[src/rtl/reg_file_mp_if.sv]
`default_nettype none
// ============================================================================
//  Module   : reg_file_mp_if
//  Brief    : Bus bundle for the multi-port register file (reads, writes, PC).
//  Revision : 1.0 - initial release
// ============================================================================
interface reg_file_mp_if #(
    parameter int DATA_W   = 32,
    parameter int NUM_REGS = 16,
    parameter int NUM_RD   = 3,
    parameter int NUM_WR   = 2
);
    localparam int AW = $clog2(NUM_REGS);

    logic                     rd_en;
    logic [NUM_RD*AW-1:0]     ra;
    logic [NUM_RD*DATA_W-1:0] rd;
    logic [NUM_WR-1:0]        we;
    logic [NUM_WR*AW-1:0]     wa;
    logic [NUM_WR*DATA_W-1:0] wd;
    logic [DATA_W-1:0]        rpc;
    logic                     pc_wr_valid;
    logic [DATA_W-1:0]        pc_wr_data;

    modport master (
        output rd_en, ra, we, wa, wd, rpc,
        input  rd, pc_wr_valid, pc_wr_data
    );

    modport slave (
        input  rd_en, ra, we, wa, wd, rpc,
        output rd, pc_wr_valid, pc_wr_data
    );
endinterface
`default_nettype wire

[src/rtl/reg_file_mp.sv]
`default_nettype none
// ============================================================================
//  Module   : reg_file_mp
//  Brief    : Multi-port register file with write-to-read bypass; writes to
//             the PC index become a one-cycle redirect pulse to fetch.
//  Revision : 1.0 - initial release
// ============================================================================
module reg_file_mp #(
    parameter int DATA_W   = 32,
    parameter int NUM_REGS = 16,
    parameter int NUM_RD   = 3,
    parameter int NUM_WR   = 2
) (
    input  wire logic       clk,
    input  wire logic       reset,
    reg_file_mp_if.slave    bus
);
    localparam int            AW       = $clog2(NUM_REGS);
    localparam int            NUM_ST   = NUM_REGS - 1;
    localparam logic [AW-1:0] c_pc_idx = AW'(NUM_REGS - 1);

    logic [NUM_ST-1:0][DATA_W-1:0] r_mem;
    logic [NUM_RD-1:0][DATA_W-1:0] r_rd;
    logic                          r_pc_valid;
    logic [DATA_W-1:0]             r_pc_data;

    logic [NUM_ST-1:0]             w_wr_hit;
    logic [NUM_ST-1:0][DATA_W-1:0] w_wr_data;
    logic                          w_pc_hit;
    logic [DATA_W-1:0]             w_pc_data;
    logic [NUM_RD-1:0][DATA_W-1:0] w_rd_next;

    // Ports are scanned in ascending order so the highest-numbered one wins.
    // Addresses beyond the PC index match nothing and are dropped.
    always_comb begin
        w_wr_hit  = '0;
        w_wr_data = '0;
        w_pc_hit  = 1'b0;
        w_pc_data = '0;
        for (int j = 0; j < NUM_WR; j++) begin
            if (bus.we[j]) begin
                for (int a = 0; a < NUM_ST; a++) begin
                    if (bus.wa[j*AW +: AW] == AW'(a)) begin
                        w_wr_hit[a]  = 1'b1;
                        w_wr_data[a] = bus.wd[j*DATA_W +: DATA_W];
                    end
                end
                if (bus.wa[j*AW +: AW] == c_pc_idx) begin
                    w_pc_hit  = 1'b1;
                    w_pc_data = bus.wd[j*DATA_W +: DATA_W];
                end
            end
        end
    end

    // PC reads always return rpc, never a same-cycle PC write.
    always_comb begin
        w_rd_next = '0;
        for (int i = 0; i < NUM_RD; i++) begin
            if (bus.ra[i*AW +: AW] == c_pc_idx) begin
                w_rd_next[i] = bus.rpc;
            end else begin
                for (int a = 0; a < NUM_ST; a++) begin
                    if (bus.ra[i*AW +: AW] == AW'(a)) begin
                        w_rd_next[i] = w_wr_hit[a] ? w_wr_data[a] : r_mem[a];
                    end
                end
            end
        end
    end

    always_ff @(posedge clk or negedge reset) begin
        if (!reset) begin
            r_mem      <= '0;
            r_rd       <= '0;
            r_pc_valid <= 1'b0;
            r_pc_data  <= '0;
        end else begin
            for (int a = 0; a < NUM_ST; a++) begin
                if (w_wr_hit[a]) begin
                    r_mem[a] <= w_wr_data[a];
                end
            end
            if (bus.rd_en) begin
                r_rd <= w_rd_next;
            end
            r_pc_valid <= w_pc_hit;
            if (w_pc_hit) begin
                r_pc_data <= w_pc_data;
            end
        end
    end

    assign bus.rd          = r_rd;
    assign bus.pc_wr_valid = r_pc_valid;
    assign bus.pc_wr_data  = r_pc_data;
endmodule
`default_nettype wire
[src/flat_wrapper.sv]
// flat-port wrapper written by rule: the top's interface ports become plain ports
module reg_file_mp_flat 
#(
    parameter int DATA_W   = 32,
    parameter int NUM_REGS = 16,
    parameter int NUM_RD   = 3,
    parameter int NUM_WR   = 2
)
  (clk, reset, bus_rd_en, bus_ra, bus_we, bus_wa, bus_wd, bus_rpc, bus_rd, bus_pc_wr_valid, bus_pc_wr_data);
  reg_file_mp_if #(.DATA_W(DATA_W), .NUM_REGS(NUM_REGS), .NUM_RD(NUM_RD), .NUM_WR(NUM_WR)) bus_i ();
  input  wire logic clk;
  input  wire logic reset;
  input wire logic [$bits(bus_i.rd_en)-1:0] bus_rd_en;
  input wire logic [$bits(bus_i.ra)-1:0] bus_ra;
  input wire logic [$bits(bus_i.we)-1:0] bus_we;
  input wire logic [$bits(bus_i.wa)-1:0] bus_wa;
  input wire logic [$bits(bus_i.wd)-1:0] bus_wd;
  input wire logic [$bits(bus_i.rpc)-1:0] bus_rpc;
  output wire logic [$bits(bus_i.rd)-1:0] bus_rd;
  output wire logic [$bits(bus_i.pc_wr_valid)-1:0] bus_pc_wr_valid;
  output wire logic [$bits(bus_i.pc_wr_data)-1:0] bus_pc_wr_data;
  assign bus_i.rd_en = bus_rd_en;
  assign bus_i.ra = bus_ra;
  assign bus_i.we = bus_we;
  assign bus_i.wa = bus_wa;
  assign bus_i.wd = bus_wd;
  assign bus_i.rpc = bus_rpc;
  assign bus_rd = bus_i.rd;
  assign bus_pc_wr_valid = bus_i.pc_wr_valid;
  assign bus_pc_wr_data = bus_i.pc_wr_data;
  reg_file_mp #(.DATA_W(DATA_W), .NUM_REGS(NUM_REGS), .NUM_RD(NUM_RD), .NUM_WR(NUM_WR)) u_core (.clk(clk), .reset(reset), .bus(bus_i));
endmodule
[config.mk]
export PLATFORM = sky130hd
export DESIGN_NAME = reg_file_mp_flat
export DESIGN_NICKNAME = d
export VERILOG_FILES = /design/src/rtl/reg_file_mp_if.sv /design/src/rtl/reg_file_mp.sv /design/src/flat_wrapper.sv
export SDC_FILE = /design/constraint.sdc
export NUM_CORES = 2
export LEC_CHECK = 0
export CORE_MARGIN = 5
export CORE_UTILIZATION = 42
export DETAILED_ROUTE_END_ITERATION = 16
export PLACE_DENSITY = 0.68
export SETUP_SLACK_MARGIN = 0.1
export SLEW_MARGIN = 30
export SYNTH_ARGS = -nofsm -noshare
export SYNTH_HDL_FRONTEND = slang
export SYNTH_SLANG_ARGS = --single-unit
[constraint.sdc]
create_clock -name clk -period 1.82 [get_ports clk]
set_input_delay 0.455 -clock clk [delete_from_list [all_inputs] [get_ports clk]]
set_output_delay 0.455 -clock clk [all_outputs]
set_load 0.01 [all_outputs]
==> results of run 1 <==
==> cell families after synthesis <==
| group | synth area share |
|---|---|
| buf+inv | 0.0760 |
| flops | 0.356 |
| mux | 0.0256 |
| compound gates | 0.341 |
| simple gates | 0.201 |
==> per-stage QoR <==
stage / instances / util / hold slack, ns
after floorplan: 5493 / - / 0.159
after global placement: 8667 / 0.638 / 0.372
after detailed placement: 8667 / 0.638 / 0.371
after CTS: 9022 / 0.733 / 0.241
==> cells in the mapped netlist (45+ instances only) <==
master      n  area [µm²]
a221oi_1   81         709
nor2_1    309        1160
clkbuf_1  426        1600
mux2i_1    96         961
o221ai_1   61         534
a311oi_1   45         394
buf_2     146         731
a21oi_1   310        1550
dfrtp_1   609       15200
a31oi_1   420        2630
o22ai_1    95         594
nor3_1    450        2250
a22oi_1   237        1780
o21ai_0   584        2920
a211oi_1   69         518
nand3_1   406        2030
inv_1      48         180
nand2_1   412        1550
buf_1      66         248
==> repair_timing <==
item | in CTS
buffers inserted | 177
hold buffers | 1
resized for setup | 1118
pin swaps | 282
cloned | 36
hold endpoints to repair | 112
endpoints found under the setup margin | 634
==> metal layers <==
layer	overflow	global-route usage
met1	0	0.800
met2	62	0.908
met3	2	0.631
met5	0	0.246
met4	79	0.734
==> flow_summary.json, run 1 <==
{
  "cts-root-buf": "clkbuf_16",
  "htreeDepth": 3,
  "syn_nets": 5614,
  "place_area_um2": 64700,
  "grt_pass1_wl_um": 595000,
  "synth_warnings": 0,
  "syn-cell-area_um2": 42800,
  "hpwl_um": 282000,
  "ys_seq_area_frac": 0.356,
  "synth_cell_types": 104,
  "grt_util_all_layers": 0.769,
  "synth_area_per_cell_um2": 7.79,
  "initial_core_util": 0.422,
  "synth_ff_type": "dfrtp_1",
  "haltStage": "5_1_grt",
  "place_ws_ns": -2.12,
  "die_w_um": 329,
  "status": "aborted with a tool error",
  "port_buffers": 249,
  "overflow": 143,
  "io_pins": 250,
  "ys_ff_latch": 609,
  "die_height_um": 329,
  "rows": 117,
  "cts_buffers": 79,
  "gp_congestion": 1.27,
  "synthArstFlopShare": 1.00,
  "grt_pass1_vias": 74000,
  "clkSinkCount": 609,
  "error": "[ERROR GRT-0116] Global routing finished with congestion. Check the congestion regions in the DRC Viewer.",
  "synth_edf_count": 0,
  "clockBufferDepth": 3,
  "grt_max_degree": 49,
  "syn_inst": 5493
}
==> run 2: changes to the inputs <==
--- a/config.mk
+++ b/config.mk
@@ -6,10 +6,9 @@
 export NUM_CORES = 2
 export LEC_CHECK = 0
 export CORE_MARGIN = 5
-export CORE_UTILIZATION = 42
+export CORE_UTILIZATION = 27
 export DETAILED_ROUTE_END_ITERATION = 16
-export PLACE_DENSITY = 0.68
-export SETUP_SLACK_MARGIN = 0.1
+export PLACE_DENSITY_LB_ADDON = 0.15
 export SLEW_MARGIN = 30
 export SYNTH_ARGS = -nofsm -noshare
 export SYNTH_HDL_FRONTEND = slang
==> flow_summary.json, run 2 <==
{
  "syn_inst": 5493,
  "cp-end-kind": "register",
  "initial_core_util": 0.271,
  "final_cell_mix": "2255 x buf_4, 571 x dfrtp_1, 373 x buf_12, 365 x o21ai_0, 359 x nand2_1",
  "worstSkewPairLatency_ns": 0.77,
  "die_height_um": 408,
  "drtPass1Iterations": 7,
  "path_max_fanout": 5,
  "largest_register_ffs": 480,
  "reg2regPathDepth": 10,
  "yosysMostFrequentCell": "dfrtp_1",
  "grt_util_all_layers": 0.538,
  "overflow": 0,
  "cts_tree": "built",
  "cp.arrival_ns": 3.17,
  "r2r_end": "u_core.bus.rd[77]",
  "clkPwrFrac": 0.258,
  "tightest_slew_ns": 0.926,
  "antenna_found_initial": 37,
  "path_cells": "buf_12, buf_6, buf_12, and3b_4, buf_12, buf_6, buf_8, a32oi_4, buf_6, a2bb2oi_4, a222oi_1, o211ai_1, a21oi_2, nor3_2",
  "drive_gt1_frac": 0.553,
  "hpwl_um": 347000,
  "p_int_mw": 43.7,
  "grt_pass1_wl_um": 613000,
  "final_cell_count_no_fill": 10300,
  "cts-root-buf": "clkbuf_16",
  "clkSinkCount": 609,
  "netlist.area_leader.share": 0.356,
  "ir_worst_vdd_mv": 0.774,
  "dp.cells": 9594,
  "syn-cell-area_um2": 42800,
  "drt_wl_total_um": 475000,
  "nets": 8225,
  "grt_max_degree": 68,
  "grt_pass1_vias": 66600,
  "period_share": 1.39,
  "gp_congestion": 1.10,
  "synthArstFlopShare": 1.00,
  "finalPower_mw": 74.3,
  "netlist_top_cells_count": "609 x dfrtp_1, 584 x o21ai_0, 450 x nor3_1",
  "core_area_um2": 158000,
  "dieArea_um2": 167000,
  "synth_area_per_cell_um2": 7.79,
  "synth.area.top_cells": "dfrtp_1 36%, o21ai_0 6.8%, a31oi_1 6.1%, nor3_1 5.3%, nand3_1 4.7%",
  "slowest_delay_ns": 0.50,
  "path_clk_slew_ns": 0.07,
  "hp-class": "input pin to asynchronous set/reset pin",
  "drtIter0Drc": 11400,
  "vias_per_cell": 6.86,
  "synth_edf_count": 0,
  "die_w_um": 408,
  "p_per_area_nw_per_um2": 868,
  "io_pins": 250,
  "max_freq_mhz": 394,
  "timing.setup.tns_ns": -48.88,
  "clockBufferDepth": 3,
  "cp_num_buf_inv": 7,
  "hold_viol": 0,
  "slew_headroom": 0.380,
  "p_sw_frac": 0.411,
  "fill_cells": 14400,
  "vias": 70400,
  "wire_per_inst_um": 46.2,
  "layout_min_cycle_time_ns": 2.54,
  "final_common_cell": "buf_4",
  "violations": "negative setup slack",
  "ys_ff_latch": 609,
  "cts_buffers": 88,
  "fin_ws_ns": -0.717,
  "regMostFlops": "u_core.r_mem",
  "comb_power_share": 0.494,
  "status": "complete, but fails checks",
  "synth_warnings": 0,
  "port_buffers": 249,
  "leakagePower_nw": 35.4,
  "reg2reg_setup_slack_ns": -0.41,
  "yosys.area.top_type": "dfrtp_1",
  "skew_ns": 0.0433,
  "syn2layout_area_growth_pct": 100,
  "r2r-start": "u_core.r_mem[77]",
  "ys_seq_area_frac": 0.356,
  "drc": 0,
  "rows": 146,
  "drv_slew": 0,
  "cp_slowest_cell": "o211ai_1",
  "seqPwrFrac": 0.248,
  "synth_ff_type": "dfrtp_1",
  "syn_nets": 5614,
  "critPathLaunchType": "input pin",
  "worstPathRequired_ns": 2.46,
  "worstSetupPathType": "input pin to register",
  "synth_cell_types": 104,
  "cap_violations": 0,
  "cp_top_family": "compound AO/OA/AOI/OAI gates",
  "drtAntennaViolNets": 0,
  "setup_violations": 141,
  "htreeDepth": 3,
  "p_switching_mw": 30.6,
  "rsz0062_at_grt": "true"
}
## run 2: cell counts after synthesis
No cell type changed its count.
## run 2: how the worst max path moves through the flow
stage	to	from	cells after the start	slack (ns)
after floorplan	u_core.bus.rd[32]	bus_wa[6]	11	-0.55
after global placement	u_core.bus.rd[84]	bus_we[0]	10	-2.53
after detailed placement	u_core.bus.rd[52]	bus_wa[6]	15	-2.43
after CTS	u_core.bus.rd[77]	bus_wa[7]	15	-0.64
after global routing	u_core.bus.rd[40]	bus_wa[1]	14	-0.68
final	u_core.bus.rd[40]	bus_wa[1]	14	-0.72
## run 2: cell families after synthesis
group | share of synthesized area
flip-flops | 0.356
AND/OR/NAND/NOR | 0.201
multiplexers | 0.0256
buffers and inverters | 0.0760
AO/OA/AOI/OAI | 0.341
## run 2: cell type report
cell class / instances / area (µm²) / area share
multi-input cells: 4139 / 32900 / 0.384
diodes: 25 / 62.6 / 0.000731
repair buffers: 3215 / 31600 / 0.369
well taps: 2072 / 2590 / 0.0303
clock inverters: 27 / 329 / 0.00384
inverters: 51 / 196 / 0.00229
clock buffers: 132 / 2720 / 0.0318
flip-flops and latches: 609 / 15300 / 0.179
## run 2: per-stage QoR
step | util | area, µm² | hold slack, ns | setup WS, ns
floorplan | - | 43300 | 0.159 | -0.549
finish | 0.542 | 85600 | 0.152 | -0.717
detailed placement | 0.429 | 67800 | 0.336 | -2.43
CTS | 0.516 | 81500 | 0.157 | -0.643
global placement | 0.429 | 67800 | 0.337 | -2.53
global route | 0.542 | 85600 | 0.166 | -0.683
## run 2: layer usage
layer  vias up  track usage  wire [µm]
met4        16        0.508      60600
li1      26400            -          -
met1     34600        0.630     165000
met3      2486        0.185      60500
met5         -     0.000862        230
met2      6898        0.764     188000
## run 2: worst register-to-register path, stage by stage (launching register included)
cell     delay [ns]
dfrtp_1        0.37
o21ai_1        0.08
a31oi_1        0.10
buf_4          0.15
buf_4          0.15
a22oi_2        0.14
a21oi_1        0.08
buf_4          0.17
nor4_4         0.59
buf_4          0.24
o22ai_2        0.05
## run 2: what timing repair did
item / 4_1_cts / 5_1_grt
buffers inserted: 367 / 165
endpoints found under the hold margin: 232 / 0
pin swaps: 431 / 316
setup endpoints to repair: 637 / 145
hold buffers: 1 / 0
resized for setup: 2135 / 675
cloned: 39 / 7
## run 2: power by group through the flow
| stage | Combinational (mW) | Clock, mW | Sequential (mW) |
|---|---|---|---|
| finish | 36.7 | 19.1 | 18.5 |
| global route | 36.9 | 19.5 | 18.6 |
| CTS | 33.1 | 19.1 | 18.2 |
| detailed placement | 28.6 | 0 | 18.3 |
| global placement | 28.5 | 0 | 18.3 |
| floorplan | 9.21 | 0 | 17.9 |
(Power assumes the default switching activity.)
